--- src/rtl/bitserial_result_collector_if.sv ---
// Bus interface for bitserial_result_collector: the bit-serial lane input
// handshake and the single BRAM write port.
//
// Lane handshake: lane_bits moves from source to collector on a rising clock
// edge where lane_valid && in_ready. While in_ready is low the source must
// hold lane_bits/lane_valid stable; in_ready does not depend on lane_valid.
interface bitserial_result_collector_if #(
  parameter int LANES    = 4,
  parameter int WORD_LEN = 16,
  parameter int ADDR_W   = 10
);
  logic [LANES-1:0]    lane_bits;
  logic                lane_valid;
  logic                in_ready;
  logic                we;
  logic [ADDR_W-1:0]   addr;
  logic [WORD_LEN-1:0] din;

  // master: lane source / BRAM sink side; slave: the collector
  modport master (output lane_bits, lane_valid, input in_ready, we, addr, din);
  modport slave  (input lane_bits, lane_valid, output in_ready, we, addr, din);
endinterface

--- src/rtl/bitserial_result_collector.sv ---
// bitserial_result_collector: deserialises LANES LSB-first bit-serial result
// streams into words, sign-extends them to WORD_LEN bits and writes them to a
// BRAM at consecutive addresses (base + word*LANES + lane, wrapping).
// Optional macro COLLECT_OVERRUN_EN adds a sticky 'overrun' flag for lane
// data offered while the collector is busy but not ready.
module bitserial_result_collector #(
  parameter int LANES    = 4,
  parameter int WORD_LEN = 16,
  parameter int ADDR_W   = 10
) (
  input  logic                 clk,
  input  logic                 reset,
  input  logic                 start,
  input  logic [4:0]           len,
  input  logic [7:0]           num_words,
  input  logic [ADDR_W-1:0]    base_addr,
  bitserial_result_collector_if.slave bus,
  output logic                 busy,
  output logic                 done,
`ifdef COLLECT_OVERRUN_EN
  output logic                 overrun,
`endif
  output logic [1:0]           state_dbg
);

  localparam int LW = (LANES > 1) ? $clog2(LANES) : 1;
  localparam logic [LW-1:0] LAST_LANE = LW'(LANES - 1);

  typedef enum logic [1:0] {IDLE = 2'd0, SHIFT = 2'd1, WRITE = 2'd2, FINISH = 2'd3} state_t;

  state_t                              state_q, state_d;
  logic [4:0]                          len_q, len_d;
  logic [7:0]                          num_q, num_d;
  logic [ADDR_W-1:0]                   base_q, base_d;
  logic [4:0]                          bitcnt_q, bitcnt_d;
  logic [7:0]                          word_q, word_d;
  logic [LW-1:0]                       lane_q, lane_d;
  logic [LANES-1:0][WORD_LEN-1:0]      shreg_q, shreg_d;
  logic                                in_ready_q, in_ready_d;
  logic                                we_q, we_d;
  logic [ADDR_W-1:0]                   addr_q, addr_d;
  logic [WORD_LEN-1:0]                 din_q, din_d;
  logic                                busy_q, busy_d;
  logic                                done_q, done_d;
  logic                                overrun_q, overrun_d;
  logic                                transfer;
  logic                                len_ok;
  logic [ADDR_W-1:0]                   offset;

  // Sign-extend w from bit l-1; bits at and above l take that sign bit.
  function automatic logic [WORD_LEN-1:0] sign_extend(input logic [WORD_LEN-1:0] w,
                                                      input logic [4:0] l);
    logic                s;
    logic [WORD_LEN-1:0] r;
    s = 1'b0;
    for (int b = 0; b < WORD_LEN; b++) begin
      if (5'(b) + 5'd1 == l) s = w[b];
    end
    for (int b = 0; b < WORD_LEN; b++) begin
      r[b] = (5'(b) < l) ? w[b] : s;
    end
    return r;
  endfunction

  // Next-state, counters, shift registers and registered-output values.
  always_comb begin
    state_d    = state_q;
    len_d      = len_q;
    num_d      = num_q;
    base_d     = base_q;
    bitcnt_d   = bitcnt_q;
    word_d     = word_q;
    lane_d     = lane_q;
    shreg_d    = shreg_q;
    addr_d     = addr_q;
    din_d      = din_q;
    overrun_d  = overrun_q;
    offset     = '0;
    transfer   = bus.lane_valid && in_ready_q;
    len_ok     = (len != 5'd0) && (32'(len) <= WORD_LEN);

    case (state_q)
      IDLE: begin
        if (start) begin
          overrun_d = 1'b0;
          if (len_ok && (num_words != 8'd0)) begin
            len_d    = len;
            num_d    = num_words;
            base_d   = base_addr;
            bitcnt_d = '0;
            word_d   = '0;
            lane_d   = '0;
            shreg_d  = '0;
            state_d  = SHIFT;
          end else begin
            state_d  = FINISH;
          end
        end
      end
      SHIFT: begin
        if (transfer) begin
          for (int i = 0; i < LANES; i++) begin
            for (int b = 0; b < WORD_LEN; b++) begin
              if (5'(b) == bitcnt_q) shreg_d[i][b] = bus.lane_bits[i];
            end
          end
          bitcnt_d = bitcnt_q + 5'd1;
          if (bitcnt_q == len_q - 5'd1) begin
            lane_d  = '0;
            state_d = WRITE;
          end
        end
      end
      WRITE: begin
        if (lane_q == LAST_LANE) begin
          lane_d = '0;
          word_d = word_q + 8'd1;
          if (word_q + 8'd1 == num_q) begin
            state_d = FINISH;
          end else begin
            bitcnt_d = '0;
            state_d  = SHIFT;
          end
        end else begin
          lane_d = lane_q + LW'(1);
        end
      end
      default: state_d = IDLE;
    endcase

    // Offered data while busy and not ready is dropped; remember that it happened.
    if (bus.lane_valid && !in_ready_q && busy_q) overrun_d = 1'b1;

    // Outputs are derived from the next state so they line up with it.
    we_d       = (state_d == WRITE);
    done_d     = (state_d == FINISH);
    busy_d     = (state_d != IDLE);
    in_ready_d = (state_d == SHIFT);
    if (we_d) begin
      offset = ADDR_W'(32'(word_d) * LANES + 32'(lane_d));
      addr_d = base_d + offset;
      din_d  = sign_extend(shreg_d[lane_d], len_d);
    end
  end

  // State and output registers; asynchronous reset aborts any job.
  always_ff @(posedge clk or posedge reset) begin
    if (reset) begin
      state_q    <= IDLE;
      len_q      <= '0;
      num_q      <= '0;
      base_q     <= '0;
      bitcnt_q   <= '0;
      word_q     <= '0;
      lane_q     <= '0;
      shreg_q    <= '0;
      in_ready_q <= 1'b0;
      we_q       <= 1'b0;
      addr_q     <= '0;
      din_q      <= '0;
      busy_q     <= 1'b0;
      done_q     <= 1'b0;
      overrun_q  <= 1'b0;
    end else begin
      state_q    <= state_d;
      len_q      <= len_d;
      num_q      <= num_d;
      base_q     <= base_d;
      bitcnt_q   <= bitcnt_d;
      word_q     <= word_d;
      lane_q     <= lane_d;
      shreg_q    <= shreg_d;
      in_ready_q <= in_ready_d;
      we_q       <= we_d;
      addr_q     <= addr_d;
      din_q      <= din_d;
      busy_q     <= busy_d;
      done_q     <= done_d;
      overrun_q  <= overrun_d;
    end
  end

  assign bus.in_ready = in_ready_q;
  assign bus.we       = we_q;
  assign bus.addr     = addr_q;
  assign bus.din      = din_q;
  assign busy         = busy_q;
  assign done         = done_q;
  assign state_dbg    = state_q;
`ifdef COLLECT_OVERRUN_EN
  assign overrun      = overrun_q;
`else
  logic unused_overrun;
  assign unused_overrun = overrun_q;
`endif

endmodule

--- src/flat_wrapper.sv ---
// flat-port wrapper written by rule: the top's interface ports become plain ports
module bitserial_result_collector_flat 
#(
  parameter int LANES    = 4,
  parameter int WORD_LEN = 16,
  parameter int ADDR_W   = 10
)
  (clk, reset, start, len, num_words, base_addr, busy, done, state_dbg, bus_lane_bits, bus_lane_valid, bus_in_ready, bus_we, bus_addr, bus_din);
  bitserial_result_collector_if #(.LANES(LANES), .WORD_LEN(WORD_LEN), .ADDR_W(ADDR_W)) bus_i ();
  input  logic clk;
  input  logic reset;
  input  logic start;
  input  logic [4:0] len;
  input  logic [7:0] num_words;
  input  logic [ADDR_W-1:0] base_addr;
  output logic busy;
  output logic done;
  output logic [1:0] state_dbg;
  input wire logic [$bits(bus_i.lane_bits)-1:0] bus_lane_bits;
  input wire logic [$bits(bus_i.lane_valid)-1:0] bus_lane_valid;
  output wire logic [$bits(bus_i.in_ready)-1:0] bus_in_ready;
  output wire logic [$bits(bus_i.we)-1:0] bus_we;
  output wire logic [$bits(bus_i.addr)-1:0] bus_addr;
  output wire logic [$bits(bus_i.din)-1:0] bus_din;
  assign bus_i.lane_bits = bus_lane_bits;
  assign bus_i.lane_valid = bus_lane_valid;
  assign bus_in_ready = bus_i.in_ready;
  assign bus_we = bus_i.we;
  assign bus_addr = bus_i.addr;
  assign bus_din = bus_i.din;
  bitserial_result_collector #(.LANES(LANES), .WORD_LEN(WORD_LEN), .ADDR_W(ADDR_W)) u_core (.clk(clk), .reset(reset), .start(start), .len(len), .num_words(num_words), .base_addr(base_addr), .bus(bus_i), .busy(busy), .done(done), .state_dbg(state_dbg));
endmodule
--- config.mk ---
export PLATFORM = sky130hd
export DESIGN_NAME = bitserial_result_collector_flat
export DESIGN_NICKNAME = d
export VERILOG_FILES = /design/src/rtl/bitserial_result_collector_if.sv /design/src/rtl/bitserial_result_collector.sv /design/src/flat_wrapper.sv
export SDC_FILE = /design/constraint.sdc
export NUM_CORES = 1
export LEC_CHECK = 0
export CAP_MARGIN = 20
export CORE_MARGIN = 4
export CORE_UTILIZATION = 45
export DETAILED_ROUTE_END_ITERATION = 8
export GPL_TIMING_DRIVEN = 1
export PLACE_DENSITY = 0.69
export SLEW_MARGIN = 20
export SYNTH_ARGS = -nofsm -noshare
export SYNTH_HDL_FRONTEND = slang
export SYNTH_SLANG_ARGS = --single-unit
--- constraint.sdc ---
create_clock -name clk -period 4.85 [get_ports clk]
set_input_delay 0.97 -clock clk [delete_from_list [all_inputs] [get_ports clk]]
set_output_delay 0.97 -clock clk [all_outputs]
set_load 0.005 [all_outputs]
Word-level counts from Yosys, hierarchy flattened --
Cells that the tools add are included.
Cells by class: order comparisons 18, multiplexer cells 131, reduce and logical (&&, ||, !) cells 11, equal/unequal tests 44, add/sub/neg operators 6
Operators by type and width (number):
- $mux W64 | 3
- $pmux W64 S2 | 1
- $mux W1 | 96
- $eq A4 B5 Y1 const A | 16
- $eq A3 B5 Y1 const A | 8
- $lt A4 B5 Y1 const A | 8
- $mux W5 | 8
- $bmux W16 S2 | 1
- $mux W10 | 3
- $mux W8 | 3
- $mux W2 | 11
- $eq A2 B5 Y1 const A | 4
- $lt A3 B5 Y1 const A | 4
- $mux W16 | 1
- $pmux W8 S2 | 1
- $pmux W5 S3 | 1
- $pmux W2 S3 | 2
- $add A10 B10 Y10 | 1
- $add A10 B2 Y10 | 1
- $eq A1 B5 Y1 const A | 2
- $lt A1 B5 Y1 const A | 2
- $lt A2 B5 Y1 const A | 2
- $add A8 B1 Y8 const B | 1
- $eq A2 B2 Y1 const B | 4
- other kinds (20) | 26
Storage, ports and cells: bits in registers 134, output and inout port bits 32, logic and storage cells 227

Depth between registers and ports, before layout --
depth in word-level cells 25, mapped depth 20, depth with buffers taken out 18

Worst setup path after synthesis --
Ideal clock, no wire load.
kind input port to flip-flop, start input num_words[5], end register u_core.addr_q[9] (netlist: u_core.bus.addr[9]), data required time 4.716 ns, path slack 0.131 ns, path buffers 3, stages on the path 19, data arrival time 4.585 ns, cell sequence or4_1 -> or2_1 -> nand3_1 -> buf_2 -> buf_1 -> buf_1 -> nand2_1 -> nand2_1 -> ha_1 -> a21o_1 -> a21oi_1 -> o21bai_1 -> a21oi_1 -> o21bai_1 -> a21oi_1 -> o21bai_1 -> a21oi_1 -> xnor2_1 -> o21ai_0
Between the ends: elaborated cells between the ends (all ways) 17
RTL lines:
- start, declared | RTL line flat_wrapper.sv:14 | input logic [7:0] num_words;
- $reduce_bool A8 Y1 | RTL line bitserial_result_collector.sv:86 | if (len_ok && (num_words != 8'd0)) begin
- $logic_and A1 B1 Y1 | RTL line bitserial_result_collector.sv:86
- $mux W10 | RTL line bitserial_result_collector.sv:86
- $mux W10 | RTL line bitserial_result_collector.sv:84 | if (start) begin
- $mux W10 | RTL line bitserial_result_collector.sv:82 | case (state_q)
- named net u_core.base_d[1] | RTL line bitserial_result_collector.sv:34 | logic [ADDR_W-1:0] base_q, base_d;
- $add A10 B10 Y10 | RTL line bitserial_result_collector.sv:141 | addr_d = base_d + offset;
- end signal, assigned | RTL line bitserial_result_collector.sv:175 | addr_q <= addr_d;
- end, declared | RTL line bitserial_result_collector.sv:41 | logic [ADDR_W-1:0] addr_q, addr_d;
The timed path passes the listed nets, and every way through them passes these cells. A chain may end at the register's enable or synchronous reset.

==> summary.md <==
| Metric | Value |
|---|---|
| Status | `finished, final reports clean` |
| Worst Setup End Kind | `flip-flop` |
| Initial DRC Count | `429` |
| Drt first pass iters | `5` |
| Number of global-route vias before repair | `6,231` |
| Slew @ Worst Pin | `0.826 ns` |
| DR WL/cell | `17.0 um` |
| Crit share post-route | `88.7%` |
| PD cells | `582 nW/um2` |
| Initial core utilization | `45.7%` |
| Nets | `982` |
| Finish-stage setup viols | `0` |
| RSZ-0062 raised after global routing | `false` |
| Ports | `63` |
| Die ar. | `18,900 um2` |
| Storage cell area | `3350 um2` |
| Routed vias/inst | `5.44` |
| CTS H-tree lvls | `4` |
| Most common library cell in the layout ignoring fill and taps | `nand2_1` |
| ANT nets after route | `0` |
| Top Family by Delay on Critical Path | `compound AO/OA/AOI/OAI gates` |
| Latest clock arrival within the worst-skew pair | `0.42 ns` |
| Layout overhead on the synthesized area | `20.6%` |
| Ys Warns | `0` |
| Cts hold-fix bufs | `0` |
| DR vias | `6,345` |
| Reg2reg setup slack | `0.87 ns` |
| GR Overflow Total | `0` |
| Crit path cell chain | `clkdlybuf4s50_1 -> or4_1 -> o21ai_1 -> nor2_4 -> buf_12 -> buf_4 -> o21ai_0 -> mux2i_1 -> o21ai_0 -> o32a_1 -> o2111ai_2 -> and4_4 -> a311oi_1` |
| Clk root buf | `clkbuf_16` |
| Max_cap viols | `0` |
| CTS Sinks | `134` |
| First-pass GRT wire length | `32,200 um` |
| # Post-CTS Setup Buffers | `0` |
| Arrival time worst endpoint | `4.62 ns` |
| Aggregate global-route resource usage | `21.9%` |
| Clock slew at reported path FFs | `0.06 ns` |
| Netlist Area Pre-Place | `7550 um2` |
| Drt total wl | `19,800 um` |
| Yosys cell types | `61` |
| DR DRC count | `0` |
| Worst Hold Launch | `u_core.base_q[3]` |
| Clk_skew | `0.00990 ns` |
| Asr flop ratio synth | `100%` |
| Die Height | `138 um` |
| Ant. Diodes | `0` |
| Register area share after synthesis | `44.4%` |
| Startpoint Class | `input port` |
| Area after DPL | `8540 um2` |
| Core Region | `16,500 um2` |
| #FFs+latches synth | `134` |
| Gate Count Post-Synth | `860` |
| Largest net degree at the start of global routing | `92` |
| Reg2reg start | `u_core.len_q[0]` |
| CP max stage delay | `0.57 ns` |
| Peak VDD IR | `0.337 mV` |
| Most used cell, CP | `o21ai_0` |
| Number of fillers in the final layout | `1,467` |
| Post-synth EDFFs | `0` |
| Final Max Tran Viols | `0` |
| Design area | `9110 um2` |
| CTS buffer count | `17` |
| Most frequent cells in the layout | `210 x nand2_1, 134 x dfrtp_1, 68 x o21ai_0, 62 x clkdlybuf4s50_1, 49 x inv_1` |
| Fin. Hold Viols | `0` |
| Initial antenna violation count | `0` |
| Max_slew headroom | `44.9%` |
| Post-CTS Resized | `0` |
| Width of the die | `138 um` |
| Layout cells sized above 1 | `9.73%` |
| Worst setup startpoint | `num_words[5]` |
| HPWL after DPL | `13,900 um` |
| Period minus WS final | `4.30 ns` |
| FMAX | `233 MHz` |
| CP Max Fanout | `41` |
| Multi-input gate area | `3810 um2` |
| Std cell rows | `47` |
| CP max-delay cell | `or4_1` |
| Port bufs | `62` |
| Post-route setup TNS | `0 ns` |
| Clock tree buffer depth | `2` |
| LEAKAGE | `4.35 nW` |
| CTS tree | `built` |
| Synth Flop Type | `dfrtp_1` |
| Worst path required time | `5.17 ns` |
| HP Class | `reg -> reg` |
| Post-Syn Area per Cell | `8.78 um2` |
| Post-synthesis net count | `909` |
| Buffers & Inverters on Critical Path | `3` |
| GPL Wtd Cong | `0.894` |
| Setup CP Type | `in -> reg` |
-- worst min-delay path: cells and delay by family, from the launching register on --
kind,cells,cell delay [ns]
flops,1,0.32
simple gates,2,0.13
-- worst paths after layout --
path,end,depth (start not counted)
max in group asynchronous,u_core.shreg_q[26],3
hold / removal,u_core.base_q[3],2
setup reg to reg,u_core.bus.addr[8],18
setup / recovery,u_core.bus.din[6],13
hold reg to reg,u_core.base_q[3],2
min in group asynchronous,u_core.busy,2
-- sequential cells by signal, indices dropped and copies added, names as in the netlist --
| name | cells |
|---|---|
| u_core.len_q | 5 |
| u_core.busy | 1 |
| u_core.word_q | 8 |
| u_core.bus.in_ready | 1 |
| u_core.bus.we | 1 |
| u_core.lane_q | 2 |
| u_core.bus.din | 16 |
| u_core.bitcnt_q | 5 |
| u_core.num_q | 8 |
| u_core.base_q | 10 |
| u_core.shreg_q | 64 |
| u_core.state_dbg | 2 |
| u_core.bus.addr | 10 |
| u_core.done | 1 |
-- final cells by class --
| class | count | share of cell area [%] |
|---|---|---|
| sequential | 134 | 36.8 |
| tap | 220 | 3.02 |
| inverter | 52 | 2.20 |
| timing repair buffer | 94 | 9.86 |
| multi-input combinational | 634 | 41.8 |
| clock buffer | 19 | 4.97 |
| clock inverter | 13 | 1.33 |
-- cell families after synthesis --
group	share of synthesized area (%)
mux	6.46
flops	44.4
compound gates	15.0
simple gates	22.0
buf+inv	5.33
xor+xnor	3.71
fa+ha+maj	3.08
-- routing by layer --
layer | wire length, um | GRT usage (%) | vias up
met4 | 341 | 7.26 | 0
met1 | 9450 | 30.9 | 3022
li1 | - | - | 3105
met2 | 8890 | 33.5 | 192
met5 | 0 | 0 | -
met3 | 1090 | 4.97 | 26
-- power breakdown --
group | switching (mW) | leakage [nW] | total (mW) | internal (mW)
logic | 1.30 | 2.31 | 2.35 | 1.06
registers | 0.251 | 1.78 | 1.69 | 1.44
clock network | 0.520 | 0.269 | 1.26 | 0.737
total | 2.07 | 4.35 | 5.30 | 3.23
-- stage by stage --
stage               instances  util [%]  worst slack [ns]  hold slack, ns  total power [mW]
floorplan                 860         -             0.131           0.444              3.26
global placement         1134      51.7             0.185           0.450              4.02
detailed placement       1134      51.7            0.0883           0.465              4.03
CTS                      1166      55.1             0.532           0.482              5.31
global route             1166      55.1             0.229           0.505              5.66
finish                   1166      55.1             0.550           0.484              5.30
-- cells in the mapped netlist, drive strengths merged, types with 2 or more instances --
cell	number	share of area (%)
nand3b	6	0.60
nor3	11	0.73
nor3b	4	0.40
a21oi	25	1.7
and3	3	0.25
or3	10	0.89
a211oi	3	0.30
o21bai	6	0.60
nor4bb	2	0.26
a21o	3	0.30
clkbuf	24	1.2
a31oi	11	0.91
a2bb2oi	31	3.6
o31a	3	0.35
or4	4	0.40
o2bb2ai	4	0.46
nand4b	2	0.23
buf	16	1.6
mux2i	33	4.4
o31ai	3	0.30
o211ai	4	0.40
nor4b	2	0.23
nand4	5	0.41
nand2b	8	0.66
or2	6	0.50
nor2	42	2.1
and2	4	0.33
nand2	210	10
a311oi	2	0.23
nor2b	5	0.41
dfrtp	134	44
nor4	2	0.56
inv	51	2.5
xnor2	26	3.0
o21ai	69	4.6
mux2	14	2.1
nand3	33	2.2
ha	17	2.8
xor2	6	0.70
a41o	2	0.26
o22ai	2	0.17
(Power assumes the default switching activity.)
